==> src/rtl/emif_access_ctrl.sv <==
// emif_access_ctrl: sequences asynchronous MCU EMIF accesses onto a double-buffered
// configuration bank. The MCU writes land in a shadow bank; a CTRL commit copies them
// to the active bank, which alone drives cfg_bus and encoder_mode.
module emif_access_ctrl #(
  parameter int unsigned SETTLE_CYC  = 5,
  parameter int unsigned TIMEOUT_CYC = 1000,
  parameter int unsigned NREG        = 8
) (
  input  logic               clk,
  input  logic               rst,
  input  logic               emif_cs_n,
  input  logic               emif_we_n,
  input  logic               emif_oe_n,
  input  logic [12:0]        emif_addr,
  input  logic [15:0]        emif_data_in,
  output logic [15:0]        emif_data_out,
  output logic               emif_data_oe,
  output logic [4:0]         encoder_mode,
  output logic [NREG*16-1:0] cfg_bus,
  output logic               commit_pulse,
  output logic [2:0]         err_flags
);

  localparam int          CtrlIdx     = int'(NREG) - 1;
  localparam logic [12:0] CtrlAddr    = 13'(NREG - 1);
  localparam logic [3:0]  SettleLast  = 4'(SETTLE_CYC - 1);
  localparam logic [15:0] TimeoutLast = 16'(TIMEOUT_CYC - 1);

  typedef enum logic [2:0] {StIdle, StSettle, StWrite, StRead, StHold} state_e;

  // Synchroniser stages: strobes are {cs_n, we_n, oe_n}; bus is {addr, data}
  logic [2:0]  strb_q1, strb_q2;
  logic [28:0] bus_q1, bus_q2;

  state_e      state_q, state_d;
  logic [3:0]  cnt_q, cnt_d;
  logic [15:0] tmo_q, tmo_d;
  logic        is_wr_q, is_wr_d;
  logic        armed_q, armed_d;
  logic [12:0] addr_q, addr_d;
  logic [15:0] data_q, data_d;
  logic [15:0] shadow_q [NREG];
  logic [15:0] shadow_d [NREG];
  logic [15:0] active_q [NREG];
  logic [15:0] active_d [NREG];
  logic [15:0] dout_q, dout_d;
  logic        oe_q, oe_d;
  logic        commit_q, commit_d;
  logic [2:0]  err_q, err_d;

  logic cs_s, we_s, oe_s, strb_s, released;
  assign cs_s     = strb_q2[2];
  assign we_s     = strb_q2[1];
  assign oe_s     = strb_q2[0];
  // High when the strobe that started this access has been released
  assign strb_s   = is_wr_q ? we_s : oe_s;
  assign released = cs_s | (we_s & oe_s);

  // Two-stage synchronisers for strobes, matching delay pipeline for addr/data
  always_ff @(posedge clk or posedge rst) begin
    if (rst) begin
      strb_q1 <= 3'b111;
      strb_q2 <= 3'b111;
      bus_q1  <= '0;
      bus_q2  <= '0;
    end else begin
      strb_q1 <= {emif_cs_n, emif_we_n, emif_oe_n};
      strb_q2 <= strb_q1;
      bus_q1  <= {emif_addr, emif_data_in};
      bus_q2  <= bus_q1;
    end
  end

  // Access sequencing, register bank updates and error bookkeeping
  always_comb begin
    state_d  = state_q;
    cnt_d    = cnt_q;
    tmo_d    = tmo_q;
    is_wr_d  = is_wr_q;
    armed_d  = armed_q;
    addr_d   = addr_q;
    data_d   = data_q;
    shadow_d = shadow_q;
    active_d = active_q;
    dout_d   = dout_q;
    oe_d     = oe_q;
    commit_d = 1'b0;
    err_d    = err_q;
    unique case (state_q)
      StIdle: begin
        // A timed-out access leaves the FSM disarmed until the strobes are released
        if (released) armed_d = 1'b1;
        if (armed_q && !cs_s) begin
          if (!we_s && !oe_s) begin
            state_d  = StHold;
            tmo_d    = '0;
            is_wr_d  = 1'b1;
            err_d[1] = 1'b1;
          end else if (!we_s || !oe_s) begin
            state_d = StSettle;
            cnt_d   = '0;
            is_wr_d = !we_s;
          end
        end
      end
      StSettle: begin
        if (cs_s || strb_s) begin
          state_d = StIdle;
        end else if (cnt_q == SettleLast) begin
          addr_d  = bus_q2[28:16];
          data_d  = bus_q2[15:0];
          state_d = is_wr_q ? StWrite : StRead;
        end else begin
          cnt_d = cnt_q + 4'd1;
        end
      end
      StWrite: begin
        state_d = StHold;
        tmo_d   = '0;
        if (addr_q < CtrlAddr) begin
          for (int i = 0; i < CtrlIdx; i++) begin
            if (addr_q == 13'(i)) shadow_d[i] = data_q;
          end
        end else if (addr_q == CtrlAddr) begin
          if (data_q[0]) begin
            for (int i = 0; i < CtrlIdx; i++) active_d[i] = shadow_q[i];
            commit_d = 1'b1;
          end
        end else begin
          err_d[0] = 1'b1;
        end
        // Error clear wins over any error raised in the same cycle
        if (addr_q == CtrlAddr && data_q[1]) err_d = '0;
      end
      StRead: begin
        state_d = StHold;
        tmo_d   = '0;
        oe_d    = 1'b1;
        if (addr_q == CtrlAddr) begin
          dout_d = {13'd0, err_q};
        end else if (addr_q < CtrlAddr) begin
          for (int i = 0; i < CtrlIdx; i++) begin
            if (addr_q == 13'(i)) dout_d = shadow_q[i];
          end
        end else begin
          dout_d   = 16'hDEAD;
          err_d[0] = 1'b1;
        end
      end
      StHold: begin
        if (cs_s || strb_s) begin
          state_d = StIdle;
          oe_d    = 1'b0;
          armed_d = 1'b0;
        end else if (tmo_q == TimeoutLast) begin
          state_d  = StIdle;
          oe_d     = 1'b0;
          armed_d  = 1'b0;
          err_d[2] = 1'b1;
        end else begin
          tmo_d = tmo_q + 16'd1;
        end
      end
      default: state_d = StIdle;
    endcase
  end

  // State and register bank flops
  always_ff @(posedge clk or posedge rst) begin
    if (rst) begin
      state_q  <= StIdle;
      cnt_q    <= '0;
      tmo_q    <= '0;
      is_wr_q  <= 1'b0;
      armed_q  <= 1'b1;
      addr_q   <= '0;
      data_q   <= '0;
      shadow_q <= '{default: '0};
      active_q <= '{default: '0};
      dout_q   <= '0;
      oe_q     <= 1'b0;
      commit_q <= 1'b0;
      err_q    <= '0;
    end else begin
      state_q  <= state_d;
      cnt_q    <= cnt_d;
      tmo_q    <= tmo_d;
      is_wr_q  <= is_wr_d;
      armed_q  <= armed_d;
      addr_q   <= addr_d;
      data_q   <= data_d;
      shadow_q <= shadow_d;
      active_q <= active_d;
      dout_q   <= dout_d;
      oe_q     <= oe_d;
      commit_q <= commit_d;
      err_q    <= err_d;
    end
  end

  assign emif_data_out = dout_q;
  assign emif_data_oe  = oe_q;
  assign commit_pulse  = commit_q;
  assign err_flags     = err_q;

  // The CTRL slot of the active bank is never loaded and reads as zero on cfg_bus
  for (genvar g = 0; g < int'(NREG); g++) begin : g_cfg
    assign cfg_bus[16*g +: 16] = active_q[g];
  end

  if (NREG > 3) begin : g_mode
    assign encoder_mode = active_q[3][4:0];
  end else begin : g_no_mode
    assign encoder_mode = 5'd0;
  end

endmodule

==> config.mk <==
export PLATFORM = sky130hd
export DESIGN_NAME = emif_access_ctrl
export DESIGN_NICKNAME = d
export VERILOG_FILES = /design/src/rtl/emif_access_ctrl.sv
export SDC_FILE = /design/constraint.sdc
export NUM_CORES = 1
export LEC_CHECK = 0
export ABC_AREA = 1
export BUFFER_PORTS_ARGS = -buffer_cell sky130_fd_sc_hd__buf_2
export CORE_MARGIN = 2
export CORE_UTILIZATION = 30
export CTS_CLUSTER_DIAMETER = 60
export DETAILED_ROUTE_END_ITERATION = 7
export GPL_TIMING_DRIVEN = 0
export PLACE_DENSITY_LB_ADDON = 0.12
export SLEW_MARGIN = 20
export SYNTH_ARGS = -nofsm -noshare
export SYNTH_HDL_FRONTEND = slang
export SYNTH_SLANG_ARGS = --single-unit
==> constraint.sdc <==
create_clock -name clk -period 33.6 [get_ports clk]
set_clock_uncertainty 0.1 [all_clocks]
set_input_delay 3.36 -clock clk [delete_from_list [all_inputs] [get_ports clk]]
set_output_delay 3.36 -clock clk [all_outputs]
set_load 0.01 [all_outputs]
==> key figures <==
Status
  • Outcome: finished, final reports clean

Die
  • Site Rows: 81
  • Die Span Y: between 200 and 250 µm
  • Initial Utilization: between 30% and 40%
  • Die width: 228 µm
  • Die area: ~0.052 mm²
  • Core area: 0.0492 mm²
  • Io pins: 188

Final layout
  • Layout cells sized above 1: 19.7%
  • Area growth from synthesis to final layout: 22.4%
  • Antenna diodes: 0
  • Utilization after layout: a little under two fifths
  • # nets final: between 1500 and 2000

Clocking
  • Clk buf depth: 3
  • CTS tree: built
  • Total CTS buffers: 43
  • Reg clk slew, reported paths: 60 ps
  • Total clock sinks: 363
  • Worst-Skew Late Latency: about 570 ps
  • CTS resizes: 0
  • Total setup buffers inserted after CTS: 0
  • Hold Buf Count CTS: 0
  • H-tree depth: 2
  • Root buffer cell: clkbuf_16

Synthesis
  • Number of synthesized flops with an enable pin: 0
  • Cell Area, Synth: ~0.015 mm²
  • Cells after synthesis: 1658
  • Mapped Avg Cell Area: between 9 and 10 µm²
  • Primary FF master, synth: dfrtp_1
  • YS warnings: 0
  • Async set or reset register ratio after synthesis: 100%
  • Flops & latches, synth: between 300 and 400
  • Sequential element share of the synthesized area: between 60% and 70%
  • Synth unique cells: 40

Worst setup path
  • R2R Setup Slk: 31230 ps
  • R2R Path End: emif_data_out[5]
  • Crit path buf inv count: 2
  • FF-to-FF path depth: 10
  • CP startpoint: cfg_bus[49]
  • Worst path max stage delay: just over 400 ps
  • Crit-path leading delay family: flip-flops
  • Reg2reg start: addr_q[3]
  • Slowest cell on the critical path: dfrtp_1
  • Critical path arrival: ~1200 ps
  • Crit path kind: flip-flop to output port
  • Startpoint Class: flip-flop
  • CP Capture Type: output port
  • CP Cell Sequence: buf_4, buf_2
  • Worst-path maximum fanout: 3
  • Worst Path Required: between 30000 and 40000 ps

Route
  • Final wirelength: 46600 µm
  • Initial DRT Pass Iterations: 5
  • Post-route DRC: 0
  • DRT antenna net count: 0
  • DR vias: 11600
  • Via density per instance: approximately 4.5
  • DRT iter0 DRCs: 730
  • DR WL/cell: between 15 and 20 µm

Placement
  • Routability Congestion: approximately 0.85
  • IO buf count: approximately 170
  • Hpwl dp: 33300 µm

Power
  • Gate power share: between 10% and 20%
  • PwrDens: 62.1 mW/mm²
  • Part of the power in registers: between 40% and 50%
  • Internal Pwr Total: about 810 µW
  • Maximum VDD drop: about 42 µV
  • Switching part of the total power: a little under 30%
  • Power share of the clock group: 43.0%
  • Leak pwr: ~9.1 nW
  • Design Power: roughly 1.1 mW
  • Sw Pwr: about 330 µW

Global route
  • Routing usage on met3: around 3.8%
  • Met2 Resource Use GR: 29.4%
  • Tot GR Track Use: between 10% and 20%
  • Gr busiest metal: met2
  • Grt total ovfl: 0
  • Initial antenna violation count: 0
  • Vias in the first global route: between 10000 and 15000
  • Grt met1 use: between 20% and 30%
  • Largest net degree at the start of global routing: 104
  • First-pass GRT wire length: about 70000 µm

Worst hold path
  • Worst Hold End: bus_q2[6]
  • Hold Path Depth: 0
  • Worst min path class: flip-flop to flip-flop
  • HP Start: bus_q1[6]

STA
  • Final setup violation count: 0
  • Hold WS: 235 ps
  • Final hold vios: 0
  • Setup TNS: 0 ps
  • Slew @ Worst Pin: 726 ps
  • RSZ-0062 raised after global routing: no
  • Max-slew violation count: 0
  • Tmin final: 4690 ps
  • Achievable Freq: around 210 MHz
  • Period utilization: about 14%
  • Relative slew margins: between 50% and 60%

Job
  • Max-cap violation count: 0
==> worst register-to-register path, stage by stage, from the launching register on <==
cell and delay [ps]:
dfrtp_1 490, nor2_1 140, o21a_1 120, nand4_1 350, inv_1 270, buf_2 270, o21ai_0 120, nor2_1 180
nand2_1 90, nand2_1 80, nand2_1 60
==> final cells by class <==
| type | instances | area [µm²] |
|---|---|---|
| clock inverter | 11 | 169 |
| clock buffer | 64 | 1330 |
| multi-input combinational | 1087 | 4870 |
| timing repair buffer | 175 | 966 |
| sequential | 363 | 9090 |
| inverter | 133 | 509 |
| tap | 664 | 831 |
| buffer | 90 | 589 |
| fill | 5114 | 30800 |
==> sequential cells by signal, summed over array words and instances, names as in the netlist <==
register and cells:
cfg_bus 112, shadow_q 112, bus_q1 29, bus_q2 29
data_q 16, emif_data_out 16, tmo_q 16, addr_q 13
cnt_q 4, err_flags 3, state_q 3, strb_q1 3
strb_q2 3, armed_q 1, commit_pulse 1, emif_data_oe 1
is_wr_q 1
==> power by group through the flow <==
stage	combinational (mW)	clock (mW)	sequential [mW]
final	0.187	0.491	0.463
after global routing	0.208	0.521	0.465
after CTS	0.191	0.503	0.463
after detailed placement	0.190	0	0.471
after global placement	0.188	0	0.471
after floorplan	0.120	0	0.469
==> layout by cell type (no fill, tap or decap), drive strengths merged <==
cell type,netlist,layout
clkbuf,15,79
inv,130,132
nand2,594,594
nand3,74,74
nor4,3,3
and3,1,1
nor2,78,78
nand4,8,8
clkinv,3,8
conb,1,16
xnor2,1,1
buf,75,250
a21oi,23,23
ha,3,3
nor3,15,15
or2,13,13
dfrtp,356,356
nor3b,1,1
a31o,2,2
dfstp,7,7
bufinv,0,4
o21a,1,1
xor2,9,9
o21ai,245,245
==> worst max-delay path by stage <==
stage                            endpoint  slack, ps  cells after the start
final                     encoder_mode[1]      28910                      2
after global routing      encoder_mode[1]      28870                      2
after CTS                 encoder_mode[1]      28880                      2
after detailed placement      cfg_bus[53]      28600                      5
after global placement        cfg_bus[74]      15420                      2
after floorplan                 addr_q[0]      20080                      1
==> routing by layer <==
| metal | vias to the layer above | share of wire [%] |
|---|---|---|
| li1 | 5684 | - |
| met1 | 5534 | 45 |
| met2 | 255 | 46 |
| met3 | 80 | 5.6 |
| met4 | 0 | 3.4 |
| met5 | - | 0 |
==> kinds of logic after synthesis <==
family                     share of synthesized area [%]
AOI/OAI and AO/OA                                   9.19
buffers and inverters                               7.28
DFF                                                 60.6
other                                             0.0250
xor gates and xnor gates                           0.584
and+or+nand+nor                                     22.0
adders and majority gates                          0.250
==> cell usage after synthesis (2+ instances only) <==
cell | number | area (µm²)
dfrtp_1 | 356 | 8910
nor4_2 | 2 | 25.0
nor2_2 | 6 | 37.5
buf_2 | 33 | 165
clkbuf_1 | 15 | 56.3
nand4_1 | 7 | 43.8
nand2_2 | 7 | 43.8
o21ai_0 | 165 | 826
o21ai_1 | 80 | 400
nor2_4 | 2 | 22.5
clkinv_1 | 3 | 11.3
a21oi_2 | 3 | 26.3
nor2_1 | 68 | 255
inv_1 | 117 | 439
ha_1 | 3 | 37.5
nand3_1 | 71 | 355
or2_2 | 4 | 25.0
nor3_1 | 10 | 50.1
a31o_2 | 2 | 17.5
inv_2 | 12 | 45.0
nand2_1 | 586 | 2200
a21oi_1 | 20 | 100
buf_4 | 28 | 210
nor2_8 | 2 | 40.0
dfstp_2 | 7 | 184
nand3_2 | 3 | 30.0
nor3_4 | 4 | 65.1
xor2_1 | 9 | 78.8
buf_6 | 14 | 158
or2_0 | 9 | 56.3
==> stage by stage <==
step                      instances  worst slack [ps]  instance area (µm²)
after floorplan                1673             20080                15000
after global placement         2508             15420                16700
after detailed placement       2512             28600                16900
after CTS                      2587             28880                18400
after global routing           2587             28870                18400
final                          2587             28910                18400
Note: power is estimated with default switching activity, not from simulation.
